===== src/rtl/rs_encoder_if.sv =====
// rs_encoder_if: byte-stream bundle for the RS(255,247) encoder.
//   din_val/din_sop/din_eop/din   : message byte stream into the encoder
//   dout_val/dout_sop/dout_eop/dout : codeword byte stream out of the encoder
//   busy, len_err, sop_err        : encoder status
// slave  = encoder side, master = source/sink side.
interface rs_encoder_if;
    logic       din_val;
    logic       din_sop;
    logic       din_eop;
    logic [7:0] din;
    logic       dout_val;
    logic       dout_sop;
    logic       dout_eop;
    logic [7:0] dout;
    logic       busy;
    logic       len_err;
    logic       sop_err;

    modport master (
        output din_val, din_sop, din_eop, din,
        input  dout_val, dout_sop, dout_eop, dout, busy, len_err, sop_err
    );

    modport slave (
        input  din_val, din_sop, din_eop, din,
        output dout_val, dout_sop, dout_eop, dout, busy, len_err, sop_err
    );
endinterface


===== src/rtl/rs_encoder.sv =====
// rs_encoder: systematic RS(255,247,T=4) encoder over GF(256), p(x)=0x11D,
// g(x) with roots a^1..a^8. Message bytes pass through one cycle after
// acceptance, then 8 parity bytes follow gaplessly. Shortened messages of
// 1..K bytes are supported; length is set by din_eop.
// Ports:
//   clk  - system clock, rising edge
//   rst  - synchronous active-high reset
//   io   - rs_encoder_if.slave: din_* in, dout_* out, busy/len_err/sop_err
//
// state  | meaning
// IDLE   | waiting for din_val & din_sop
// DATA   | accepting message bytes, LFSR dividing by g(x)
// PARITY | shifting the 8 remainder bytes out, input discarded
module rs_encoder #(
    parameter int K    = 247,
    parameter int NPAR = 8
) (
    input logic        clk,
    input logic        rst,
    rs_encoder_if.slave io
);
    localparam int CW = $clog2(K + 1);
    localparam int PW = $clog2(NPAR);

    // g(x) coefficients, index i is the coefficient of x^i (x^8 is monic)
    localparam logic [7:0][7:0] G = {8'he3, 8'h2c, 8'hb2, 8'h47,
                                     8'hac, 8'h08, 8'he0, 8'h25};

    typedef enum logic [1:0] {IDLE, DATA, PARITY} state_t;

    state_t                state_q, state_d;
    logic [NPAR-1:0][7:0]  r_q, r_d;
    logic [NPAR-1:0][7:0]  r_base;
    logic [CW-1:0]         count_q, count_d, count_inc;
    logic [PW-1:0]         pcnt_q, pcnt_d;
    logic [7:0]            dout_q, dout_d;
    logic                  dout_val_q, dout_val_d;
    logic                  dout_sop_q, dout_sop_d;
    logic                  dout_eop_q, dout_eop_d;
    logic                  len_err_q, len_err_d;
    logic                  sop_err_q, sop_err_d;
    logic                  start;
    logic                  accept;

    function automatic logic [7:0] gf_mul(input logic [7:0] a, input logic [7:0] b);
        logic [7:0] p;
        logic [7:0] aa;
        p  = 8'h00;
        aa = a;
        for (int i = 0; i < 8; i++) begin
            if (b[i]) p = p ^ aa;
            aa = {aa[6:0], 1'b0} ^ (aa[7] ? 8'h1d : 8'h00);
        end
        return p;
    endfunction

    function automatic logic [NPAR-1:0][7:0] lfsr_step(input logic [NPAR-1:0][7:0] r,
                                                       input logic [7:0] d);
        logic [7:0]           fb;
        logic [NPAR-1:0][7:0] n;
        fb   = d ^ r[NPAR-1];
        n[0] = gf_mul(fb, G[0]);
        for (int i = 1; i < NPAR; i++) begin
            n[i] = r[i-1] ^ gf_mul(fb, G[i]);
        end
        return n;
    endfunction

    always_comb begin
        state_d    = state_q;
        r_d        = r_q;
        count_d    = count_q;
        pcnt_d     = pcnt_q;
        dout_d     = 8'h00;
        dout_val_d = 1'b0;
        dout_sop_d = 1'b0;
        dout_eop_d = 1'b0;
        len_err_d  = 1'b0;
        sop_err_d  = 1'b0;
        accept     = 1'b0;
        start      = io.din_val && io.din_sop;
        // a sop byte always restarts the division, even mid-message
        r_base     = start ? '0 : r_q;
        count_inc  = start ? CW'(1) : count_q + CW'(1);

        case (state_q)
            IDLE: begin
                accept = start;
            end
            DATA: begin
                accept    = io.din_val;
                sop_err_d = start;
            end
            PARITY: begin
                dout_val_d = 1'b1;
                dout_d     = r_q[NPAR-1];
                r_d        = {r_q[NPAR-2:0], 8'h00};
                pcnt_d     = pcnt_q + PW'(1);
                sop_err_d  = start;
                if (pcnt_q == PW'(NPAR - 1)) begin
                    dout_eop_d = 1'b1;
                    state_d    = IDLE;
                    r_d        = '0;
                    count_d    = '0;
                    pcnt_d     = '0;
                end
            end
            default: state_d = IDLE;
        endcase

        if (accept) begin
            r_d        = lfsr_step(r_base, io.din);
            count_d    = count_inc;
            dout_val_d = 1'b1;
            dout_d     = io.din;
            dout_sop_d = start;
            // hitting K bytes without eop closes the message anyway
            if (io.din_eop || count_inc == CW'(K)) begin
                state_d   = PARITY;
                pcnt_d    = '0;
                len_err_d = !io.din_eop;
            end else begin
                state_d = DATA;
            end
        end
    end

    always_ff @(posedge clk) begin
        if (rst) begin
            state_q    <= IDLE;
            r_q        <= '0;
            count_q    <= '0;
            pcnt_q     <= '0;
            dout_q     <= 8'h00;
            dout_val_q <= 1'b0;
            dout_sop_q <= 1'b0;
            dout_eop_q <= 1'b0;
            len_err_q  <= 1'b0;
            sop_err_q  <= 1'b0;
        end else begin
            state_q    <= state_d;
            r_q        <= r_d;
            count_q    <= count_d;
            pcnt_q     <= pcnt_d;
            dout_q     <= dout_d;
            dout_val_q <= dout_val_d;
            dout_sop_q <= dout_sop_d;
            dout_eop_q <= dout_eop_d;
            len_err_q  <= len_err_d;
            sop_err_q  <= sop_err_d;
        end
    end

    assign io.dout     = dout_q;
    assign io.dout_val = dout_val_q;
    assign io.dout_sop = dout_sop_q;
    assign io.dout_eop = dout_eop_q;
    assign io.len_err  = len_err_q;
    assign io.sop_err  = sop_err_q;
    assign io.busy     = (state_q == PARITY);
endmodule


===== src/flat_wrapper.sv =====
// flat-port wrapper written by rule: the top's interface ports become plain ports
module rs_encoder_flat 
#(
    parameter int K    = 247,
    parameter int NPAR = 8
)
  (clk, rst, io_din_val, io_din_sop, io_din_eop, io_din, io_dout_val, io_dout_sop, io_dout_eop, io_dout, io_busy, io_len_err, io_sop_err);
  rs_encoder_if io_i ();
  input logic clk;
  input logic rst;
  input wire logic [$bits(io_i.din_val)-1:0] io_din_val;
  input wire logic [$bits(io_i.din_sop)-1:0] io_din_sop;
  input wire logic [$bits(io_i.din_eop)-1:0] io_din_eop;
  input wire logic [$bits(io_i.din)-1:0] io_din;
  output wire logic [$bits(io_i.dout_val)-1:0] io_dout_val;
  output wire logic [$bits(io_i.dout_sop)-1:0] io_dout_sop;
  output wire logic [$bits(io_i.dout_eop)-1:0] io_dout_eop;
  output wire logic [$bits(io_i.dout)-1:0] io_dout;
  output wire logic [$bits(io_i.busy)-1:0] io_busy;
  output wire logic [$bits(io_i.len_err)-1:0] io_len_err;
  output wire logic [$bits(io_i.sop_err)-1:0] io_sop_err;
  assign io_i.din_val = io_din_val;
  assign io_i.din_sop = io_din_sop;
  assign io_i.din_eop = io_din_eop;
  assign io_i.din = io_din;
  assign io_dout_val = io_i.dout_val;
  assign io_dout_sop = io_i.dout_sop;
  assign io_dout_eop = io_i.dout_eop;
  assign io_dout = io_i.dout;
  assign io_busy = io_i.busy;
  assign io_len_err = io_i.len_err;
  assign io_sop_err = io_i.sop_err;
  rs_encoder #(.K(K), .NPAR(NPAR)) u_core (.clk(clk), .rst(rst), .io(io_i));
endmodule

===== config.mk =====
export PLATFORM = sky130hd
export DESIGN_NAME = rs_encoder_flat
export DESIGN_NICKNAME = d
export VERILOG_FILES = /design/src/rtl/rs_encoder_if.sv /design/src/rtl/rs_encoder.sv /design/src/flat_wrapper.sv
export SDC_FILE = /design/constraint.sdc
export NUM_CORES = 1
export LEC_CHECK = 0
export CORE_ASPECT_RATIO = 1.5
export CORE_MARGIN = 2
export CORE_UTILIZATION = 35
export CTS_CLUSTER_DIAMETER = 50
export DETAILED_ROUTE_END_ITERATION = 6
export GPL_ROUTABILITY_DRIVEN = 0
export HOLD_SLACK_MARGIN = 0.03
export PLACE_DENSITY = 0.5
export SLEW_MARGIN = 10
export SYNTH_ARGS = -nofsm -noshare
export SYNTH_HDL_FRONTEND = slang
export SYNTH_SLANG_ARGS = --single-unit

===== constraint.sdc =====
create_clock -name clk -period 4.5 [get_ports clk]
set_input_delay 0.675 -clock clk [delete_from_list [all_inputs] [get_ports clk]]
set_output_delay 0.675 -clock clk [all_outputs]
set_load 0.1 [all_outputs]

-- After elaboration in Yosys (flattened, before gate mapping)
Index checks and enable logic that the tools add are counted.
- register bits after elaboration: 90
- bits of input ports: 13
- logic and storage cells: 123
- output and inout bits: 14
- eq/ne operators: 6
- $add $sub $neg: 2
- reductions and logical operators: 14
- muxes and demuxes: 49
- bitwise logic cells: 35
- operators by type and width (kind ; number):
    64-bit two-way mux ; 4
    8-bit XOR ; 29
    8-bit two-way mux ; 26
    5-bit two-way mux ; 7
    8-bit by 5-bit XOR with 8-bit output ; 2
    3-bit two-way mux ; 4
    2-bit OR reduction ; 5
    8-bit by 1-bit adder with 8-bit output (second input constant) ; 1
    8-bit equality test (second input constant) ; 1
    2-bit two-way mux ; 3
    1-bit inverter ; 4
    2-bit case mux with 2 select lines ; 1
    2-bit AND reduction ; 2
    2-bit nonzero test ; 2
    3-bit by 1-bit adder with 3-bit output (second input constant) ; 1
    3-bit equality test (second input constant) ; 1
    1-bit two-way mux ; 3
    3-bit by 1-bit inequality test with 1-bit output (second input constant) ; 1
    3-bit OR reduction ; 1
    2-bit by 1-bit equality test with 1-bit output (second input constant) ; 1
    2-bit equality test (second input constant) ; 1
    2-bit zero test ; 1
    2-bit by 1-bit inequality test with 1-bit output (second input constant) ; 1
    1-bit case mux with 2 select lines ; 1
    other kinds (3) ; 3

-- Logic depth before layout (Yosys ltp)
- depth after elaboration: 21
- depth in mapped cells: 10
- gate-level depth less buffers: 9

-- Least setup slack after synthesis
OpenSTA, ideal clock, no wires.
- path type: reg2reg
- start: reg u_core.state_q[0]
- end: reg u_core.r_q[62] in the netlist's numbering
- arrival: 2.457 ns
- data required time: 4.414 ns
- setup time: 0.086 ns
- clock period less this slack: 2.544 ns
- buffers on the path: 3
- setup slack: 1.956 ns
- cell stages (with the launch flop): 8
- cell sequence: dfxtp_1 -> inv_1 -> ha_1 -> clkbuf_1 -> clkbuf_1 -> clkbuf_1 -> o21ai_0 -> a221oi_2
- elaborated cells between the ends (all ways): 6
- classes of those cells: 2 x eq/ne; 2 x mux; 2 x reduce/logical
- RTL lines (what ; line ; RTL):
    start: declaration ; rs_encoder.sv:31 ; state_t state_q, state_d;
    start signal: assignment ; rs_encoder.sv:141 ; state_q <= state_d;
    2-bit equality test ; -- ;
    net io_busy ; flat_wrapper.sv:19 ; output wire logic [$bits(io_i.busy)-1:0] io_busy;
    2-bit nonzero test (no source line) ; -- ;
    end signal: assignment ; rs_encoder.sv:142 ; r_q <= r_d;
    end: declaration ; rs_encoder.sv:32 ; logic [NPAR-1:0][7:0] r_q, r_d;
The timed path passes the listed nets, and every way through them passes these cells.
A chain may end at the register's enable or synchronous reset.

-- Worst setup path after layout
- start: in io_din_val
- end: reg u_core.r_q[35] in the netlist's numbering
- word-level cells in the longest chain between the ends: 15
- elaborated cells between the ends (all ways): 25
- classes of those cells: 12 x mux; 11 x bitwise; 2 x reduce/logical
- RTL lines (what ; line ; RTL):
    start: declaration ; flat_wrapper.sv:11 ; input wire logic [$bits(io_i.din_val)-1:0] io_din_val;
    1-bit logical AND ; rs_encoder.sv:81 ; start = io.din_val && io.din_sop;
    64-bit two-way mux ; rs_encoder.sv:83 ; r_base = start ? '0 : r_q;
    8-bit XOR ; rs_encoder.sv:61 ; fb = d ^ r[NPAR-1];
    5-bit two-way mux or 8-bit XOR (tied branches) ; rs_encoder.sv:52 ; aa = {aa[6:0], 1'b0} ^ (aa[7] ? 8'h1d : 8'h00);
    8-bit XOR or 5-bit two-way mux (tied branches) ; rs_encoder.sv:52 ;
    8-bit XOR (2 in series) ; rs_encoder.sv:52 ;
    8-bit by 5-bit XOR with 8-bit output ; rs_encoder.sv:52 ;
    5-bit two-way mux or 8-bit XOR (tied branches) ; -- ;
    8-bit XOR or 5-bit two-way mux (tied branches) ; rs_encoder.sv:52 ;
    8-bit XOR ; rs_encoder.sv:52 ;
    8-bit XOR ; rs_encoder.sv:51 ; if (b[i]) p = p ^ aa;
    8-bit two-way mux ; rs_encoder.sv:111 ; if (accept) begin
    8-bit XOR ; rs_encoder.sv:64 ; n[i] = r[i-1] ^ gf_mul(fb, G[i]);
    64-bit two-way mux ; rs_encoder.sv:111 ;
Several ways; a longest one is shown, not always the timed one. The select of a mux whose other input is x is not followed.

==> impl_results.md <==
- Status: complete, no violations
- Clock sink count: 90
- Worst R2R Setup Slack: 1.65 ns
- Post-Synth Adder-Cell Area: 1.177%
- Sequential share of power: 27.8%
- First-pass GRT wire length: 32.85 mm
- Cts repair resizes: 0
- GRT Residual Overflow: 0
- Crit-path max cell delay: 0.72 ns
- Routed len/inst: 21.40 microns
- Worst endpoint data arrival time: 3.57 ns
- Share of total power in the clock network: 22.8%
- Initial Utilization: 35.69%
- Worst clock skew: 0.01311 ns
- Placed wire-length estimate: 14.50 mm
- Fillers: 1836
- Root buf cell: clkbuf_16
- Unique masters post-synth: 53
- Prevailing post-synth register cell: dfxtp_1
- Total number of vias: 5563
- CP Capture Type: flop
- Power Density: 533.7 nW/um^2
- ANT cells: 0
- # rows: 60
- Synthesized area per cell: 8.293 sq um
- Top-count cell post-synth: xnor2_1
- Largest net degree at the start of global routing: 73
- Final setup TNS: 0 ns
- Total chip power: 3.750 mW
- Hold WC Path Type: reg2reg
- Ratio of cells with drive above 1 in the final layout: 7.984%
- Residual DRC count: 0
- Core area: 17870 sq um
- RSZ-0062 raised after global routing: no
- Worst vdd ir: 0.2175 mV
- Shortest period the worst path allows: 3.337 ns
- Syn_nets: 788
- Die Y: 169.3 microns
- Post-synth ARST share: 0%
- Worst hold slack: 0.4940 ns
- Least-Margin Pin Slew: 0.9861 ns
- Comb pwr share: 49.4%
- TritonCTS buffer count: 9
- 1st-iter DRT viols: 280
- Clk buf depth: 2
- Leak: 2.489 nW
- # Post-CTS Setup Buffers: 0
- Synth cell count leaders: xnor2_1 (136), dfxtp_1 (90), nand2_1 (83), nor2_1 (73), clkbuf_1 (38)
- Worst R2R Start: u_core.r_q[57]
- Crit path max-delay cell type: clkdlybuf4s50_1
- Clk Latency, worst-skew pair: 0.36 ns
- Antenna violations before repair: 0
- Net switching power: 1.524 mW
- Final WL: 20.99 mm
- Fmax: 299.7 MHz
- GRT Util Overall: 22.20%
- DR pass1 iterations: 7
- Hold Path End: u_core.r_q[36]
- Slew HR: 34.05%
- H-tree lvl count: 3
- Synth Register Bits: 90
- Largest family of logic cells by synthesized area: XOR/XNOR gates
- Pint: 2.226 mW
- DIE WIDTH: 114.2 microns
- Post-synth top area share: 28.25%
- Max FO, Critical Path: 13
- Final period util: 74.15%
- IO buf count: 26
- Number of global-route vias before repair: 5611
- Mux share of post-synthesis cell area: 0.3335%
- Post-Synth Simple-Gate Area: 17.64%
- CP Launch Type: input port
- Syn-to-layout area delta: 10.18%
- Crit-path cells: clkdlybuf4s50_1 -> nand2_1 -> nand2_1 -> xor2_2 -> xor2_2 -> o21ai_0 -> a221oi_1 -> nor3_1
- Core Util, Final: 39.33%
- TritonCTS clock tree: built
- EDFF count, synth: 0
- Final Max Slew Viols: 0
- Hold path cells: 2
- Final Hold Viols: 0
- Worst slack at placement: 0.8603 ns
- Mapped cell area: 6377 sq um
- Via-per-instance ratio: 5.671
- Switching Share: 40.64%
- Setup slack after layout: 1.163 ns
- Synth Area in XOR/XNOR: 28.06%
- Sequential share of the synthesized area: 28.25%
- Worst flop-to-flop path endpoint: u_core.r_q[35]
- Family with the most delay on the worst path: XOR/XNOR gates
- Final antenna-violating net count: 0
- Hold Path Origin: u_core.r_q[36]
- FF-to-FF path depth: 7
- Die area: 19340 sq um
- Synth Area in Compound Gates: 18.03%
- WP buf/inv: 1
- Leading post-synthesis cells by cell area: dfxtp_1 (28%), xnor2_1 (19%), nand2_1 (4.9%), xor2_1 (4.7%), nor2_1 (4.3%)
- Hold_buf cts: 0
- Area leader, netlist: dfxtp_1
- Fin nets: 778
- Num ports: 27
- Syn. warnings: 0
- Max Cap Viol: 0
- Worst-path clk slew: 0.07 ns
- WP data required: 4.73 ns
- Crit path kind: in2reg
- Cell count after synthesis: 769
- Setup violators final: 0
[per-layer routing]
metal | global-route usage (%) | part of all wire (%)
met5 | 0 | 0
met1 | 25.94 | 40
met2 | 39.54 | 51
met3 | 2.214 | 4.0
met4 | 11.77 | 5.1
[cell families after synthesis]
group           Yosys count
simple gates            245
mux                       2
xor+xnor                184
fa+ha+maj                 6
buf+inv                  78
flops                    90
compound gates          164
[power groups by stage]
stage | combinational, mW | sequential, mW | clock [mW]
after floorplan | 1.50 | 0.998 | 0
after global placement | 1.84 | 1.05 | 0
after detailed placement | 1.84 | 1.05 | 0
after CTS | 1.85 | 1.04 | 0.870
after global routing | 2.01 | 1.05 | 0.897
final | 1.85 | 1.04 | 0.855
[registers in the layout, summed over array words and instances (netlist names)]
| name | flops |
|---|---|
| u_core.count_q | 8 |
| u_core.io.dout | 8 |
| u_core.io.dout_eop | 1 |
| u_core.io.dout_sop | 1 |
| u_core.io.dout_val | 1 |
| u_core.io.len_err | 1 |
| u_core.io.sop_err | 1 |
| u_core.pcnt_q | 3 |
| u_core.r_q | 64 |
| u_core.state_q | 2 |
[worst max path at each step]
stage	from	endpoint	slack, ns	cells after the start
after floorplan	u_core.state_q[0]	u_core.r_q[62]	1.96	7
after global placement	io_din[7]	u_core.r_q[48]	0.88	7
after detailed placement	io_din_val	u_core.r_q[15]	0.86	7
after CTS	io_din[7]	u_core.r_q[48]	1.23	7
after global routing	io_din_val	u_core.r_q[35]	0.92	8
final	io_din_val	u_core.r_q[35]	1.16	8
[through the flow]
step	cells	cell area, sq um
global route	981	7027
CTS	981	7027
detailed placement	965	6699
floorplan	769	6377
finish	981	7027
global placement	965	6699
[tightest hold or removal path, stage by stage (launching register included)]
cell and delay, ns:
dfxtp_1 0.32, inv_1 0.06, a211oi_1 0.06
[cell usage in the layout (no fill, tap or decap), types with 7 or more instances in the layout]
cell type,count
xnor2_1,135
xor2_1,34
buf_4,22
a31oi_1,7
nor3_1,30
a311oi_1,25
a211oi_1,31
dfxtp_1,90
clkdlybuf4s50_1,25
clkbuf_16,9
inv_1,9
nor2b_1,30
a21oi_1,35
nand2_1,83
a221oi_1,20
nor2_1,73
o21ai_0,26
and3_1,7
[area by class of cell]
| class | count | area (sq um) | area share, % |
|---|---|---|---|
| Tap cell | 217 | 271.5 | 3.864 |
| Sequential cell | 90 | 1802 | 25.64 |
| Clock inverter | 6 | 88.84 | 1.264 |
| Inverter | 9 | 33.78 | 0.4808 |
| Timing Repair Buffer | 48 | 420.4 | 5.983 |
| Multi-Input combinational cell | 601 | 4172 | 59.37 |
| Clock buffer | 10 | 239.0 | 3.401 |
Power figures use the tool's default switching activity.
